## src/rtl/mem_wb_skid.sv

```systemverilog
// MEM/WB pipeline stage with a valid/ready handshake and a 2-entry skid buffer.
// Carries register-file and HI/LO write-back; counts stalled cycles for performance monitoring.
module mem_wb_skid #(
  parameter int ADDR_W = 5,
  parameter int DATA_W = 32,
  parameter int CNT_W  = 16
) (
  input  logic              clk,
  input  logic              rst,
  input  logic              flush,
  input  logic              mem_valid,
  output logic              mem_ready,
  input  logic [ADDR_W-1:0] mem_wd,
  input  logic              mem_wreg,
  input  logic [DATA_W-1:0] mem_wdata,
  input  logic [DATA_W-1:0] mem_hi,
  input  logic [DATA_W-1:0] mem_lo,
  input  logic              mem_whilo,
  output logic              wb_valid,
  input  logic              wb_ready,
  output logic [ADDR_W-1:0] wb_wd,
  output logic              wb_wreg,
  output logic [DATA_W-1:0] wb_wdata,
  output logic [DATA_W-1:0] wb_hi,
  output logic [DATA_W-1:0] wb_lo,
  output logic              wb_whilo,
  output logic [CNT_W-1:0]  stall_cnt
);

  typedef struct packed {
    logic [ADDR_W-1:0] wd;
    logic              wreg;
    logic [DATA_W-1:0] wdata;
    logic [DATA_W-1:0] hi;
    logic [DATA_W-1:0] lo;
    logic              whilo;
  } entry_t;

  localparam logic [CNT_W-1:0] CNT_MAX = '1;

  entry_t           main_q;
  entry_t           skid_q;
  entry_t           in_e;
  logic             main_valid;
  logic             skid_valid;
  logic             accept;
  logic             pop;
  logic [CNT_W-1:0] stall_q;

  assign in_e = '{wd: mem_wd, wreg: mem_wreg, wdata: mem_wdata,
                  hi: mem_hi, lo: mem_lo, whilo: mem_whilo};

  // Ready comes only from registered state, so MEM never sees a combinational path from WB.
  assign mem_ready = !skid_valid && !rst;
  assign accept    = mem_valid && mem_ready;
  assign pop       = main_valid && wb_ready;

  always_ff @(posedge clk) begin
    if (rst) begin
      main_valid <= 1'b0;
      skid_valid <= 1'b0;
      main_q     <= '0;
      skid_q     <= '0;
      stall_q    <= '0;
    end else begin
      if (main_valid && !wb_ready && stall_q != CNT_MAX)
        stall_q <= stall_q + 1'b1;

      // Flush drops valid bits only; data fields keep their last values.
      if (flush) begin
        main_valid <= 1'b0;
        skid_valid <= 1'b0;
      end else if (!main_valid || pop) begin
        if (skid_valid) begin
          main_q     <= skid_q;
          main_valid <= 1'b1;
          skid_valid <= accept;
          if (accept)
            skid_q <= in_e;
        end else if (accept) begin
          main_q     <= in_e;
          main_valid <= 1'b1;
        end else begin
          main_valid <= 1'b0;
        end
      end else if (accept) begin
        skid_q     <= in_e;
        skid_valid <= 1'b1;
      end
    end
  end

  assign wb_valid  = main_valid;
  assign wb_wd     = main_q.wd;
  assign wb_wreg   = main_q.wreg && main_valid;
  assign wb_wdata  = main_q.wdata;
  assign wb_hi     = main_q.hi;
  assign wb_lo     = main_q.lo;
  assign wb_whilo  = main_q.whilo && main_valid;
  assign stall_cnt = stall_q;

endmodule

```

## config.mk

```make
export PLATFORM = sky130hd
export DESIGN_NAME = mem_wb_skid
export DESIGN_NICKNAME = d
export VERILOG_FILES = /design/src/rtl/mem_wb_skid.sv
export SDC_FILE = /design/constraint.sdc
export NUM_CORES = 1
export LEC_CHECK = 0
export ABC_AREA = 1
export ABC_CLOCK_PERIOD_IN_PS = 1600
export CORE_UTILIZATION = 46
export DETAILED_ROUTE_END_ITERATION = 10
export PLACE_DENSITY_LB_ADDON = 0.3
export SLEW_MARGIN = 20
export SYNTH_ARGS = -nofsm -noshare
export SYNTH_HDL_FRONTEND = slang
export SYNTH_SLANG_ARGS = --single-unit
```

## constraint.sdc

```tcl
create_clock -name clk -period 1.6 [get_ports clk]
set_input_delay 0.32 -clock clk [delete_from_list [all_inputs] [get_ports clk]]
set_output_delay 0.32 -clock clk [all_outputs]
set_load 0.1 [all_outputs]
```

==> results.cfg <==
[run_status]
status = complete, no violations

[timing]
fin_ws_ns = 0.0321
period_share = 0.980
finalSetupViolCount = 0
drv_slew = 0
fin_tns_setup_ns = 0
worst_pin_slew_ns = 0.564
slew-limit-headroom = 0.624
rsz0062_at_grt = false
period_needed_ns = 1.57
max_freq_mhz = 638
finalHoldViolCount = 0
skew_ns = 0.00879

[floorplan]
initial_utilization = 0.476
fp.dieH_microns = 150
die_area_sq_um = 22600
core_sq_um = 21300
fp-row-count = 53
io_pins = 229
die_w_microns = 150

[synth]
syn_inst = 1471
synth.top_cells.by_area = dfxtp_1, nand2_1, buf_4
synth_nets = 1580
yosys_warnings = 0
synth.avg_cell_area_sq_um = 6.89
synth_area_leader_cell = dfxtp_1
ys_seq_area_frac = 0.442
synth-edff-count = 0
synth_cell_types = 21
synthFlopType = dfxtp_1
synth-seq-cells = 224
synthTopCellsByCount = nand2_1, dfxtp_1, nor2_1
synth-async-reset-ratio = 0
synth_most_common_cell = nand2_1
netlist.area_leader.share = 0.442
synth.cell_area_sq_um = 10100

[global_route]
grt_max_degree = 69
grt_overflow = 0
first_global_vias = 9296
grt_pass1_wl_microns = 45900
antenna_found_initial = 1
track_usage = 0.250

[setup_path]
slowest_stage = dfxtp_1
critical_path.max_stage_delay_ns = 0.39
arrival_ns = 1.25
cp.required_ns = 1.28
crit_type = reg2out
worst_setup_path_start_kind = flop
cp_cell_sequence = nand2_1 > inv_1 > buf_12
endpoint_kind = output pin
critPathMaxFanout = 2

[layout]
stdcell_area_sq_um = 14400
multi_input_area_sq_um = 4380
drive_gt1_frac = 0.163
area_growth_pct = 41.7
ff_latch_area_sq_um = 4550
final_nets = 1682
num-fill-cells = 1704

[placed_design]
dp_hpwl_microns = 18700
place_area_sq_um = 13600
dp_worst_setup_slack_ns = -0.316
io_buffer_count = 228
gp_congestion = 0.915

[detailed_routing]
drt-initial-drc-count = 569
drtPass1Iterations = 5
remaining_drc_errors = 0
drt_wl_total_microns = 28500
detail-route-antenna-nets = 0
vias = 9691
via_per_inst = 5.19
routedWlPerCell_microns = 15.2

[clock_tree]
cts_made_buffers = 25
clk_latency_ns = 0.51
cts_root_buf = clkbuf_16
cts_tree = built
clk_pin_slew_worst_paths_ns = 0.06
clock-sinks = 224
cts-htree-levels = 1
postCtsSetupBuffers = 0
cts_buffer_depth = 3

[pwr]
leakage_nw = 5.93
cellPowerDensity_nw_per_um2 = 921
vdd.ir_drop.worst_v = 0.000661

[flow_run]
drv_cap = 0

[worst_hold_path]
hold_class = in2reg
## flip-flops by register name, summed over array words and instances (netlist names)
signal and count:
main_q 2, skid_q 103, skid_valid 1, stall_cnt 16, wb_hi 32, wb_lo 32, wb_valid 1, wb_wd 5
wb_wdata 32
## power breakdown
group | switching [mW] | total [mW] | internal (mW)
clock | 2.26 | 5.54 | 3.28
combinational | 1.16 | 1.93 | 0.771
sequential | 0.106 | 5.76 | 5.65
total | 3.53 | 13.2 | 9.70
## final cells by class
type                            count  share of cell area
Clock inverter                     11             0.00610
Tap cell                          275              0.0240
Timing Repair Buffer              280               0.287
Sequential cell                   224               0.317
Multi-Input combinational cell   1000               0.305
Clock buffer                       35              0.0497
Inverter                           42              0.0111
Antenna cell                        1            0.000174
## logic make-up (layout without fill, tap and decap cells)
| family | after synthesis | after routing | synth area share |
|---|---|---|---|
| AO/OA/AOI/OAI | 273 | 273 | 0.135 |
| AND/OR/NAND/NOR | 726 | 726 | 0.286 |
| buffers and inverters | 247 | 368 | 0.135 |
| other | 0 | 1 | 0 |
| adder cells (fa/ha/maj) | 1 | 1 | 0.00123 |
| flip-flops | 224 | 224 | 0.442 |
## critical path: cells and delay by family, from the launching register on
| kind | cells | cell delay, ns |
|---|---|---|
| DFF | 1 | 0.39 |
| and+or+nand+nor | 1 | 0.07 |
| buffers and inverters | 2 | 0.27 |
## metal layers
layer | GRT usage | routed length (microns) | vias up
met4 | 0.0909 | 860 | 0
met3 | 0.0352 | 1940 | 46
li1 | - | - | 4832
met1 | 0.311 | 11700 | 4465
met2 | 0.438 | 14000 | 348
met5 | 0 | 0 | -
## per-stage QoR
stage	cells	power [mW]	hold WS, ns	utilization
global route	1868	13.6	0.386	0.675
finish	1868	13.2	0.357	0.675
detailed placement	1821	7.80	0.489	0.637
global placement	1821	7.79	0.484	0.637
CTS	1867	13.3	0.346	0.674
floorplan	1471	7.04	0.383	-
## repair_timing
item | CTS | global route
endpoints found under the setup margin | 0 | 4
gates resized for setup | 0 | 2
hold buffers | 0 | 0
## worst paths after layout
path                       from    endpoint  slack, ns  depth (start not counted)
hold reg to reg       wb_lo[29]   wb_lo[29]       0.49                          2
hold / removal    mem_wdata[16]  skid_q[81]       0.36                          3
setup / recovery     main_q[97]     wb_wreg       0.03                          3
setup reg to reg     skid_valid  skid_q[86]       0.10                          7
## cells in the final DEF, fill, tap and decap left out, types with 4 or more instances in the layout
| cell | Yosys | final |
|---|---|---|
| a21oi_1 | 142 | 129 |
| a21oi_2 | 0 | 13 |
| buf_12 | 0 | 140 |
| buf_4 | 102 | 33 |
| clkbuf_1 | 51 | 6 |
| clkbuf_16 | 0 | 26 |
| clkdlybuf4s50_1 | 0 | 106 |
| clkinv_2 | 0 | 7 |
| dfxtp_1 | 224 | 206 |
| dfxtp_4 | 0 | 18 |
| inv_1 | 39 | 36 |
| inv_2 | 3 | 4 |
| nand2_1 | 400 | 399 |
| nand3_1 | 120 | 120 |
| nor2_1 | 196 | 192 |
| o21ai_0 | 130 | 130 |
No activity file was read; power rests on OpenSTA's default activity.
